<file path="config.mk">
export PLATFORM = sky130hd
export DESIGN_NAME = frog_collide
export DESIGN_NICKNAME = d
export VERILOG_FILES = /design/src/rtl/frog_pkg.sv /design/src/rtl/frog_collide_box_overlap.sv /design/src/rtl/frog_collide.sv
export SDC_FILE = /design/constraint.sdc
export NUM_CORES = 1
export LEC_CHECK = 0
export CORE_UTILIZATION = 41
export DETAILED_ROUTE_END_ITERATION = 8
export HOLD_SLACK_MARGIN = 0.03
export PLACE_DENSITY = 0.7
export SYNTH_ARGS = -nofsm -noshare
export SYNTH_HDL_FRONTEND = slang
export SYNTH_SLANG_ARGS = --single-unit
</file>
<file path="constraint.sdc">
create_clock -name i_clk -period 4.12 [get_ports i_clk]
set_input_delay 0.824 -clock i_clk [delete_from_list [all_inputs] [get_ports i_clk]]
set_output_delay 0.824 -clock i_clk [all_outputs]
set_load 0.05 [all_outputs]
</file>
<file path="src/rtl/frog_pkg.sv">
// Shared types for the frog collision judge: coordinate width, box struct,
// scan FSM states and score width.
package frog_pkg;

  localparam int COORD_W = 12;
  localparam int SCORE_W = 8;

  typedef struct packed {
    logic [COORD_W-1:0] x1;
    logic [COORD_W-1:0] x2;
    logic [COORD_W-1:0] y1;
    logic [COORD_W-1:0] y2;
  } box_t;

  typedef enum logic [1:0] {
    IDLE,
    SCAN,
    DONE
  } state_t;

endpackage

</file>
<file path="src/rtl/frog_collide_box_overlap.sv">
// Strict axis-aligned overlap of two boxes; boxes whose edges only touch
// do not overlap.
import frog_pkg::*;

module box_overlap (
  input  box_t a,
  input  box_t b,
  output logic hit
);

  // Unsigned compares on all four edges
  always_comb begin
    hit = (a.x1 < b.x2) && (b.x1 < a.x2) && (a.y1 < b.y2) && (b.y1 < a.y2);
  end

endmodule

</file>
<file path="src/rtl/frog_collide.sv">
// Collision/goal judge. Each qualifying animation strobe snapshots the frog
// box and scans N_OBS obstacle slots through a registered-read index port,
// then reports death (overlap) or win (goal row reached).
// Optional lives/game-over tracking: define FROG_COLLIDE_LIVES_EN.
import frog_pkg::*;

module frog_collide #(
  parameter int N_OBS  = 8,
  parameter int IDX_W  = 3,
  parameter int GOAL_Y = 24,
  parameter int LIVES  = 3
) (
  input  logic               i_clk,
  input  logic               i_rst,
  input  logic               i_ani_stb,
  input  logic               i_animate,
  input  logic [COORD_W-1:0] i_frog_x1,
  input  logic [COORD_W-1:0] i_frog_x2,
  input  logic [COORD_W-1:0] i_frog_y1,
  input  logic [COORD_W-1:0] i_frog_y2,
  output logic [IDX_W-1:0]   o_obs_idx,
  input  logic [COORD_W-1:0] i_obs_x1,
  input  logic [COORD_W-1:0] i_obs_x2,
  input  logic [COORD_W-1:0] i_obs_y1,
  input  logic [COORD_W-1:0] i_obs_y2,
  input  logic               i_obs_vld,
  output logic               o_dead,
  output logic               o_win,
  output logic [SCORE_W-1:0] o_score,
  output logic [1:0]         o_lives,
  output logic               o_game_over,
  output logic               o_busy
);

  localparam int CNT_W = IDX_W + 1;

  state_t           state, state_nxt;
  box_t             snap, obs;
  logic [CNT_W-1:0] step;
  logic             hit, overlap, stb, start, last;
  logic             dead, game_over;
  logic [1:0]       lives;

  assign stb   = i_ani_stb & i_animate;
  assign start = (state == IDLE) & stb & ~game_over;
  // step k compares the data returned for idx k-1; step N_OBS is the final compare
  assign last  = (step == CNT_W'(N_OBS));
  assign obs   = '{x1: i_obs_x1, x2: i_obs_x2, y1: i_obs_y1, y2: i_obs_y2};

  box_overlap u_overlap (
    .a   (snap),
    .b   (obs),
    .hit (overlap)
  );

  // State register
  always_ff @(posedge i_clk) begin
    if (i_rst) state <= IDLE;
    else       state <= state_nxt;
  end

  // Next-state logic
  always_comb begin
    state_nxt = state;
    case (state)
      IDLE:    if (start) state_nxt = SCAN;
      SCAN:    if (last)  state_nxt = DONE;
      DONE:    state_nxt = IDLE;
      default: state_nxt = IDLE;
    endcase
  end

  // Snapshot, scan index, hit accumulation and result flags
  always_ff @(posedge i_clk) begin
    if (i_rst) begin
      snap      <= '0;
      step      <= '0;
      hit       <= 1'b0;
      dead      <= 1'b0;
      o_win     <= 1'b0;
      o_score   <= '0;
      o_obs_idx <= '0;
      o_busy    <= 1'b0;
    end else begin
      case (state)
        IDLE: begin
          if (start) begin
            snap      <= '{x1: i_frog_x1, x2: i_frog_x2, y1: i_frog_y1, y2: i_frog_y2};
            hit       <= 1'b0;
            dead      <= 1'b0;
            o_win     <= 1'b0;
            o_obs_idx <= '0;
            step      <= '0;
            o_busy    <= 1'b1;
          end
        end
        SCAN: begin
          step <= step + 1'b1;
          if (step != '0) hit <= hit | (overlap & i_obs_vld);
          if (step < CNT_W'(N_OBS - 1)) o_obs_idx <= o_obs_idx + 1'b1;
          // busy drops with the final compare so it spans exactly the N_OBS+1 scan cycles
          if (last) o_busy <= 1'b0;
        end
        DONE: begin
          o_obs_idx <= '0;
          o_busy    <= 1'b0;
          if (hit) begin
            dead <= 1'b1;
          end else if (snap.y1 < COORD_W'(GOAL_Y)) begin
            o_win <= 1'b1;
            if (o_score != '1) o_score <= o_score + 1'b1;
          end
        end
        default: ;
      endcase
    end
  end

`ifdef FROG_COLLIDE_LIVES_EN
  // Lose a life on each death; game over is sticky until reset
  always_ff @(posedge i_clk) begin
    if (i_rst) begin
      lives     <= 2'(LIVES);
      game_over <= 1'b0;
    end else if (state == DONE && hit) begin
      if (lives != 2'd0)  lives     <= lives - 2'd1;
      if (lives <= 2'd1)  game_over <= 1'b1;
    end
  end
`else
  assign lives     = 2'(LIVES);
  assign game_over = 1'b0;
`endif

  assign o_dead      = dead | game_over;
  assign o_lives     = lives;
  assign o_game_over = game_over;

endmodule

</file>
After elaboration in Yosys (flattened, before gate mapping)
Index checks and enable logic that the tools add are counted.
- multiplexer cells: 19
- bitwise gates (word level): 5
- equal/unequal tests: 11
- reductions and logical operators: 17
- add/subtract/negate cells: 3
- magnitude comparators: 6
- operator list (operator ; count):
    $lt 12x12->1 ; 4
    $ne 2x2->1 const B ; 7
    $lt 12x5->1 const B ; 1
    $reduce_and 3->1 ; 4
    $pmux 3 s3 ; 1
    $add 8x1->8 const B ; 1
    $ne 8x8->1 const B ; 1
    $pmux 4 s2 ; 1
    $reduce_and 4->1 ; 2
    $mux 1 ; 7
    $mux 3 ; 2
    $pmux 1 s2 ; 3
    $reduce_and 2->1 ; 3
    $add 4x1->4 const B ; 1
    $eq 4x4->1 const B ; 1
    $lt 4x3->1 const B ; 1
    $mux 2 ; 2
    $mux 4 ; 1
    $pmux 2 s2 ; 1
    $reduce_bool 2->1 ; 2
    $reduce_bool 4->1 ; 1
    $add 3x1->3 const B ; 1
    $and 1x1->1 ; 3
    $logic_and 1x1->1 ; 3
    7 further kinds ; 7
- logic and storage cells: 73
- input bits: 101
- register bits after elaboration: 69
- output and inout bits: 17

Logic depth before layout (Yosys ltp)
Gate-level depths: netlist of the first run.
- depth after elaboration: 8
- depth in mapped cells: 9
- mapped depth without buffers: 7

Hierarchy
A second synthesis of the first run with hierarchy kept.
- cell total of the unflattened synthesis: 502
- area total of the unflattened synthesis: 3888.7 µm²
- by module, submodules not included (module ; times used ; area an instance (µm²) ; seq. area each (µm²) ; cells an instance):
    frog_collide ; 1 ; 2812.7 ; 1381.3 ; 351
    box_overlap ; 1 ; 1076.0 ; 0.0 ; 151

Least setup slack after synthesis of the first run
Ideal clock, no wire load.
- kind: input to register
- from: input port i_obs_x1[11]
- to: register hit
- slack: 1.933 ns
- setup time: 0.092 ns
- data required time: 4.028 ns
- arrival time: 2.095 ns
- stages on the path: 6
- path buffers: 0
- path through: ha_1 > a211oi_1 > nand4_1 > nor4_1 > o2111ai_1 > o32ai_1
- word-level cells in the longest chain between the ends: 8
- ends and longest elaborated chain (what ; line ; text):
    start, declared ; frog_collide.sv:22 ; input logic [COORD_W-1:0] i_obs_x1,
    $lt 12x12->1 ; frog_collide_box_overlap.sv:13 ; hit = (a.x1 < b.x2) && (b.x1 < a.x2) && (a.y1 < b.y2) && (b.y1 < a.y2);
    $logic_and 1x1->1 (3 in series) ; frog_collide_box_overlap.sv:13 ;
    $and 1x1->1 ; frog_collide.sv:99 ; if (step != '0) hit <= hit | (overlap & i_obs_vld);
    $or 1x1->1 ; frog_collide.sv:99 ;
    $mux 1 ; frog_collide.sv:99 ;
    $pmux 1 s2 ; frog_collide.sv:85 ; case (state)
    end signal, assigned ; frog_collide.sv:99 ;
    end, declared ; frog_collide.sv:40 ; logic hit, overlap, stb, start, last;
Every way passes these cells. The select of a mux whose other input is x is not followed.
A chain may end at the register's enable or synchronous reset.

Final worst setup path of the first run
Ends and elaborated chain as after synthesis.

==> summary.txt, run 1 <==
Run status
  – Status: completed

Clocking
  – Worst-skew pair later-pin latency: 0.33 ns
  – Clock Tree Buf Depth: 2
  – Reg clk slew, reported paths: 0.07 ns
  – Post-CTS Setup Bufs: 0
  – Total CTS buffers: 9
  – Gates resized, CTS repair: 0
  – Sink Count: 69
  – TritonCTS clock tree: done
  – Cts hold-fix bufs: 0
  – # H-tree levels: 3
  – CTS root buf: clkbuf_8

Floorplanning
  – CORE AREA: 9200 sq um
  – Io pins: 118
  – Row cnt: 35
  – Die Y: a little under 100 microns
  – DIE AREA: 9810 sq um
  – Starting density of the core: 0.420
  – Horiz. Die Dim: 99.0 microns

Pwr
  – Worst vdd ir: 0.163 mV
  – PD cells: 311 nW/um^2
  – P_leak: 0.00209 uW

Critical path
  – CP Max Fanout: 3
  – FF-to-FF Start: state[1]
  – CP Capture Point: hit
  – R2R cell count: 7
  – FF-to-FF End: step[1]
  – Required time worst endpoint: between 4 and 5 ns
  – Crit-path slowest cell: clkdlybuf4s50_1
  – Worst setup EP type: flop
  – Crit path DAT: approximately 2.7 ns
  – Stages on the worst setup path: 7
  – R2r setup slk: 1.99 ns
  – WS Path Type: input port to flop
  – Delay-heaviest family, CP: compound AO/OA/AOI/OAI gates
  – Startpoint types: input port
  – CP peak stage delay: 0.44 ns
  – Crit-path cells: clkdlybuf4s50_1, ha_1, a211oi_1, nand4_1, nor4_1, o2111ai_1, o32ai_1
  – Critical path origin: i_obs_x1[11]
  – Buf/Inv on CP: 1

Synthesis
  – Gate Count Post-Synth: ~500
  – Avg Inst Size Synth: 7.75 sq um
  – Post-synth EDFFs: 0
  – Seq/Total Area, Yosys: 0.358
  – Async set-or-reset flop fraction in the synthesized netlist: 0
  – Synth Flop Type: dfxtp_1
  – Post-synth top area share: 0.358
  – Yosys reg bits: 69
  – Cell taking the most area after synthesis: dfxtp_1
  – Synth top area cells: dfxtp_1 (36%), ha_1 (17%), nand2_1 (11%), a21oi_1 (8.4%), inv_1 (5.2%)
  – Synth Warn #: 0
  – Synth Cell Area: roughly 3900 sq um
  – Synth cell types: 44

Global routing
  – Most used routing layer: met2
  – M2 GR Usage: 0.355
  – Vias in the first global route: approximately 3,500
  – Met3 usage: 0.0369
  – Largest net degree at the start of global routing: 68
  – M1 GR Usage: 0.246
  – First-pass GRT wire length: ~16 mm
  – Total gr overflow: 0
  – Antenna violations before repair: 0
  – Total GRT Usage: 0.203

STA
  – Final slew viol count: 0
  – RSZ-0062 raised after global routing: false
  – Relative slew slack: 0.390
  – Final Hold Viols: 0
  – Post-layout minimum cycle time: 2.47 ns
  – Skew final: ~0.0079 ns
  – # setup viols final: 0
  – FMAX: 0.404 GHz
  – Measured slew at the worst slew-check pin: 0.916 ns
  – Setup tns final: 0 ns
  – Final period utilization: 0.600

Finish
  – Synthesis-to-layout area growth: 36.0%
  – Antenna fix cells: 0
  – Most common cell after layout, fill and taps aside: nand2_1
  – Share of layout cells above drive strength 1: 0.0411
  – Most frequent cells in the layout: nand2_1 (118), clkdlybuf4s50_1 (113), dfxtp_1 (69), a21oi_1 (65), inv_1 (53)
  – Final Cell Area: 5250 sq um
  – Final nets: roughly 760
  – Filler cell count: 857
  – Non-Filler Instances: 719

Detailed routing
  – # DRC: 0
  – Via Count: ~3,600
  – DR vias/cell: between 4 and 5
  – Routed Antenna Nets: 0
  – DRT Wirelength: 9.58 mm
  – First drt pass iteration count: 6
  – Iter 0 DRT Violations: 99
  – WL/cell: roughly 13 microns

Place
  – Hpwl dp: 7.20 mm
  – IO Port Bufs: ~110
  – GPL Wtd Cong: ~0.8
  – DP Cell Count: between 700 and 800
  – Placed instance area: 5060 sq um

Min path
  – Hold WC Path Type: flop to flop
  – Hold depth: 2

Job
  – Max-cap violations: 0
## stage by stage
step                hold WS, ns  total power, uW  setup slack, ns   util
floorplan                 0.431              954             1.93      -
global placement          0.439             1100             1.39  0.550
detailed placement        0.448             1110             1.31  0.550
CTS                       0.458             1660             1.66  0.571
global route              0.475             1730             1.51  0.571
finish                    0.454             1630             1.65  0.571
## final cells by class
cell class                 count  area, sq um  share of cell area
multi-input combinational    354         2190               0.417
sequential                    69         1380               0.263
timing repair buffer         116         1150               0.219
inverter                      53          199              0.0379
clock buffer                  11          141              0.0269
tap                          111          139              0.0265
clock inverter                 5         50.0             0.00954
## cell usage after synthesis (3+ instances only)
library cell,instances
dfxtp_1,69
buf_4,3
ha_1,51
o22ai_1,3
a211oi_1,8
inv_1,53
o21ai_0,7
nand2_1,118
nor4_1,4
nand4_1,8
nor2_1,26
nor3_1,6
a22oi_1,3
buf_2,4
a21oi_1,65
xnor2_1,7
nand3_1,7
clkbuf_1,16
a21o_1,6
nand2b_1,4
## worst reg2reg max path, cell delays in order, from the launching register on
cell and delay, ns:
dfxtp_1 0.32, inv_1 0.09, ha_1 0.32, nand3_2 0.46, buf_4 0.43, o21a_1 0.16
a32oi_1 0.16, nor2_1 0.06
## how the worst min path moves through the flow
stage,start,end,slack (ns)
floorplan,snap[12],snap[12],0.43
CTS,snap[26],snap[26],0.46
global route,snap[31],snap[31],0.47
finish,snap[3],snap[3],0.45
global placement,snap[12],snap[12],0.44
detailed placement,snap[3],snap[3],0.45
## cell families after synthesis
group,synth area share
AND/OR/NAND/NOR,0.213
flip-flops,0.358
multiplexers,0.00519
adder cells (fa/ha/maj),0.165
other,0.00195
buffers and inverters,0.0781
AO/OA/AOI/OAI,0.158
XOR/XNOR,0.0204
## routing by layer
layer / wire, microns / share of wire
met3: 418 / 0.044
met5: 0 / 0
met2: 4470 / 0.47
met4: 192 / 0.020
met1: 4500 / 0.47
## registers in the layout, indices dropped and copies added (netlist names)
signal,count
snap,48
o_obs_idx,3
step,4
o_busy,1
o_dead,1
hit,1
o_win,1
o_score,8
state,2
## where the power goes
| part | switching, uW | total, uW | internal (uW) |
|---|---|---|---|
| clock | 245 | 537 | 292 |
| combinational | 188 | 370 | 182 |
| sequential | 22.9 | 726 | 703 |
Power figures use the tool's default switching activity.
==> inputs of run 2 (changes only) <==
==> constraint.sdc (replaced) <==
create_clock -name i_clk -period 2.45 [get_ports i_clk]
set_input_delay 0.49 -clock i_clk [delete_from_list [all_inputs] [get_ports i_clk]]
set_output_delay 0.49 -clock i_clk [all_outputs]
set_load 0.05 [all_outputs]
==> summary.txt, run 2 (synthesized netlist as in run 1, its figures left out) <==
Global routing
  – Antenna violations before repair: 0
  – First-pass GRT wire length: approximately 16 mm
  – Total gr overflow: 0
  – Total GRT Usage: 0.201
  – Vias in the first global route: 3,439
  – Largest net degree at the start of global routing: 68

STA
  – Post-layout minimum cycle time: 2.11 ns
  – Relative slew slack: 0.530
  – Worst Setup Slack, final: 0.339 ns
  – FMAX: ~0.47 GHz
  – Hold slack final: 0.453 ns
  – RSZ-0062 raised after global routing: false
  – Final Hold Viols: 0
  – Final slew viol count: 0
  – Skew final: ~0.0096 ns
  – # setup viols final: 0
  – Measured slew at the worst slew-check pin: 0.705 ns
  – Setup tns final: 0 ns
  – Final period utilization: 0.862

Pwr
  – PD cells: 546 nW/um^2
  – Power Internal: 2120 uW
  – P_leak: 0.00213 uW
  – Worst vdd ir: between 0.2 and 0.3 mV
  – Net Switching: 780 uW
  – Net switching share of the total power: 0.269
  – Clk network pwr share: 0.362
  – Combinational share of power: 0.217
  – Sequential Power Share: 0.421

Critical path
  – Critical path origin: i_obs_x1[11]
  – WS Path Type: input port to flop
  – FF-to-FF Start: state[1]
  – FF-to-FF End: hit
  – CP Max Fanout: 3
  – CP Capture Point: hit
  – Crit path DAT: around 2.4 ns
  – R2R cell count: 7
  – Worst setup EP type: flop
  – R2r setup slk: 0.53 ns
  – Required time worst endpoint: 2.69 ns
  – Startpoint types: input port

Floorplanning
  – Horiz. Die Dim: 99.0 microns
  – DIE AREA: 9810 sq um
  – CORE AREA: between 9000 and 10,000 sq um
  – Die Y: 99.0 microns
  – Io pins: roughly 120
  – Starting density of the core: 0.420
  – Row cnt: 35

Place
  – DP Cell Count: 707
  – IO Port Bufs: 114
  – Worst slack at placement: 0.0244 ns
  – GPL Wtd Cong: 0.812
  – Hpwl dp: between 7 and 8 mm

Finish
  – Area occupied by multi-input gates: 2190 sq um
  – Antenna fix cells: 0
  – Max reg flops: 48
  – Non-Filler Instances: 723
  – Biggest register: snap
  – Biggest regs: snap: 48 flops, o_score: 8 flops, step: 4 flops
  – Filler cell count: 861
  – Final nets: 759
  – Synthesis-to-layout area growth: 37.6%
  – Share of layout cells above drive strength 1: 0.0474
  – Most frequent cells in the layout: nand2_1 (118), clkdlybuf4s50_1 (113), dfxtp_1 (69), a21oi_1 (65), inv_1 (53)
  – Sequential cell area: between 1000 and 1500 sq um
  – Most common cell after layout, fill and taps aside: nand2_1

Detailed routing
  – DR vias/cell: 4.96
  – Via Count: 3,586
  – # DRC: 0
  – DRT Wirelength: between 9 and 10 mm
  – Routed Antenna Nets: 0
  – Iter 0 DRT Violations: 91
  – First drt pass iteration count: 4
  – WL/cell: between 10 and 15 microns

Clocking
  – Worst-skew pair later-pin latency: 0.34 ns
  – Gates resized, CTS repair: 0
  – TritonCTS clock tree: done
  – # H-tree levels: 3
  – Total CTS buffers: 9
  – Cts hold-fix bufs: 0
  – Clock Tree Buf Depth: 2
  – Sink Count: 69
  – Reg clk slew, reported paths: ~0.07 ns
  – CTS root buf: clkbuf_8
  – Post-CTS Setup Bufs: 0

Job
  – Max-cap violations: 0

Min path
  – Hold WC Path Type: flop to flop

Run status
  – Status: completed
run 2: cell types whose count changed in the layout (fill, tap and decap cells not counted), sizes merged:
cell	delta
clkinv	-2
buf	+4
clkbuf	+1
bufinv	+1
run 2: worst max-delay path, cell delays in order:
cell,delay [ns]
clkdlybuf4s50_1,0.42
ha_1,0.33
a211oi_1,0.27
nand4_1,0.12
nor4_1,0.29
o2111ai_1,0.15
o32ai_1,0.28
run 2: worst min-delay path by stage:
stage | end | cells after the start | slack (ns) | from
2_1_floorplan | snap[12] | 2 | 0.43 | snap[12]
3_3_place_gp | snap[12] | 2 | 0.44 | snap[12]
3_5_place_dp | snap[36] | 2 | 0.45 | snap[36]
4_1_cts | snap[36] | 2 | 0.45 | snap[36]
5_1_grt | snap[37] | 2 | 0.48 | snap[37]
6_report | snap[36] | 2 | 0.45 | snap[36]
run 2: stage by stage:
stage / area (sq um) / power (uW) / utilization
after floorplan: 3860 / 1600 / -
after global placement: 5090 / 1860 / 0.553
after detailed placement: 5090 / 1880 / 0.553
after CTS: 5310 / 2940 / 0.578
after global routing: 5310 / 3070 / 0.578
final: 5310 / 2900 / 0.578
run 2: per-layer routing:
metal	routed length, microns	vias to the layer above	global-route usage
met5	0	-	0
met4	116	0	0.0517
met3	473	9	0.0426
met2	4590	105	0.367
met1	4300	1591	0.237
li1	-	1881	-
run 2: power groups by stage:
stage / clock [uW] / sequential [uW] / combinational (uW)
floorplan: 0 / 1270 / 338
finish: 1050 / 1220 / 629
CTS: 1080 / 1220 / 636
detailed placement: 0 / 1250 / 631
global placement: 0 / 1240 / 618
global route: 1140 / 1230 / 703
run 2: cell type report:
| type | count | share of cell area |
|---|---|---|
| inverter | 53 | 0.0374 |
| timing repair buffer | 120 | 0.222 |
| clock buffer | 12 | 0.0292 |
| tap | 111 | 0.0261 |
| multi-input combinational | 354 | 0.412 |
| sequential | 69 | 0.260 |
| clock inverter | 4 | 0.0132 |
==> inputs of run 3 (changes only) <==
--- a/config.mk
+++ b/config.mk
@@ -8,7 +8,7 @@
 export CORE_UTILIZATION = 41
 export DETAILED_ROUTE_END_ITERATION = 8
 export HOLD_SLACK_MARGIN = 0.03
-export PLACE_DENSITY = 0.7
+export PLACE_DENSITY = 0.73
 export SYNTH_ARGS = -nofsm -noshare
 export SYNTH_HDL_FRONTEND = slang
 export SYNTH_SLANG_ARGS = --single-unit
==> constraint.sdc (replaced) <==
create_clock -name i_clk -period 1.7 [get_ports i_clk]
set_input_delay 0.34 -clock i_clk [delete_from_list [all_inputs] [get_ports i_clk]]
set_output_delay 0.34 -clock i_clk [all_outputs]
set_load 0.05 [all_outputs]
==> summary.txt, run 3 (synthesized netlist as in run 1, its figures left out) <==
Run status
  – Status: finished, violations left
  – Failing checks: setup timing

Floorplanning
  – Row cnt: 35
  – CORE AREA: 9200 sq um
  – Horiz. Die Dim: roughly 100 microns
  – Die Y: 99.0 microns
  – Starting density of the core: 0.420
  – Io pins: 118
  – DIE AREA: 9810 sq um

Pwr
  – PD cells: 707 nW/um^2
  – P_leak: around 0.0023 uW
  – Worst vdd ir: 0.358 mV
  – Overall power: 4030 uW

Detailed routing
  – Iter 0 DRT Violations: ~140
  – Routed Antenna Nets: 0
  – WL/cell: 13.7 microns
  – Via Count: between 3,000 and 4,000
  – First drt pass iteration count: 5
  – DRT Wirelength: 10.2 mm
  – # DRC: 0
  – DR vias/cell: 5.04

Place
  – GPL Wtd Cong: 0.854
  – DP Cell Count: approximately 730
  – Placed instance area: 5270 sq um
  – Hpwl dp: roughly 7.5 mm
  – Worst slack at placement: -0.621 ns
  – IO Port Bufs: approximately 110

STA
  – FMAX: 0.566 GHz
  – Final period utilization: 1.04
  – Post-layout minimum cycle time: 1.77 ns
  – Relative slew slack: 0.528
  – Worst Setup Slack, final: -0.0663 ns
  – Final Hold Viols: 0
  – Final slew viol count: 0
  – # setup viols final: 8
  – Measured slew at the worst slew-check pin: around 0.70 ns
  – Skew final: between 0.005 and 0.006 ns
  – RSZ-0062 raised after global routing: true

Job
  – Max-cap violations: 0

Finish
  – Most common cell after layout, fill and taps aside: nand2_1
  – Filler cell count: approximately 820
  – Most frequent cells in the layout: nand2_1 (118), clkdlybuf4s50_1 (93), a21oi_1 (62), dfxtp_1 (62), inv_1 (50)
  – Share of layout cells above drive strength 1: 0.169
  – Final Cell Area: about 5700 sq um
  – Biggest regs: snap: 48 flops, o_score: 8 flops, step: 4 flops
  – Antenna fix cells: 0
  – Max reg flops: 48
  – Synthesis-to-layout area growth: 47.5%
  – Biggest register: snap
  – Final nets: just under 800
  – Non-Filler Instances: approximately 750

Global routing
  – Total gr overflow: 0
  – Antenna violations before repair: 0
  – Vias in the first global route: 3,677
  – Largest net degree at the start of global routing: 68
  – Total GRT Usage: 0.211
  – First-pass GRT wire length: 16.5 mm

Critical path
  – Startpoint types: flop
  – Required time worst endpoint: 1.90 ns
  – Crit-path cells: inv_1, ha_2, nor4b_4, nand4_4, nor3_1, xnor2_1, nor2_1
  – Crit-path slowest cell: dfxtp_2
  – CP peak stage delay: 0.33 ns
  – Crit path DAT: about 2 ns
  – Delay-heaviest family, CP: simple AND/OR/NAND/NOR gates
  – CP Max Fanout: 7
  – Buf/Inv on CP: 1
  – Worst setup EP type: flop
  – WS Path Type: flop to flop

Clocking
  – Worst-skew pair later-pin latency: 0.34 ns
  – CTS root buf: clkbuf_8
  – Reg clk slew, reported paths: 0.07 ns
  – Total CTS buffers: 9
  – Sink Count: 69
  – Clock Tree Buf Depth: 2
  – TritonCTS clock tree: done
  – # H-tree levels: 3

Min path
  – Hold WC Path Type: flop to flop
==> run 3: worst paths after layout <==
path	from	to	slack, ns	cells after the start
hold / removal	snap[12]	snap[12]	0.45	2
hold reg to reg	snap[12]	snap[12]	0.45	2
setup reg to reg	state[0]	o_score[3]	-0.07	7
setup / recovery	state[0]	o_score[3]	-0.07	7
==> run 3: where the power goes <==
group | leakage [uW] | switching [uW] | internal (uW) | total (uW)
combinational | 0.00165 | 527 | 572 | 1100
sequential | 0.000564 | 58.0 | 1710 | 1770
clock | 0.0000881 | 573 | 589 | 1160
==> run 3: final cells by class <==
type,count,area [sq um],area share
multi-input cells,354,2410,0.424
flip-flops and latches,69,1390,0.244
repair buffers,144,1390,0.244
inverters,53,199,0.0349
clock buffers,12,155,0.0273
well taps,111,139,0.0244
clock inverters,2,10.0,0.00176
==> run 3: timing repair <==
action	in CTS	in global routing
setup endpoints to repair	12	11
buffers inserted	0	2
gates resized for setup	32	22
cloned	0	0
pin swaps	11	14
hold buffers	0	0
==> run 3: tightest hold or removal path: stages (launching register included) <==
cell and delay [ns]:
dfxtp_1 0.31, nand2_1 0.05, a21oi_1 0.05
==> run 3: layer usage <==
| layer | global-route usage | vias up | share of wire | wire length, microns |
|---|---|---|---|---|
| li1 | - | 1931 | - | - |
| met1 | 0.255 | 1703 | 0.44 | 4530 |
| met2 | 0.385 | 107 | 0.50 | 5050 |
| met3 | 0.0262 | 11 | 0.046 | 464 |
| met4 | 0.0735 | 0 | 0.014 | 138 |
| met5 | 0 | - | 0 | 0 |
==> run 3: through the flow <==
stage | util | TNS (ns) | hold slack, ns
after floorplan | - | 0 | 0.431
after global placement | 0.573 | -1.29 | 0.438
after detailed placement | 0.573 | -2.19 | 0.443
after CTS | 0.608 | -0.157 | 0.453
after global routing | 0.619 | -1.15 | 0.468
final | 0.619 | -0.214 | 0.449
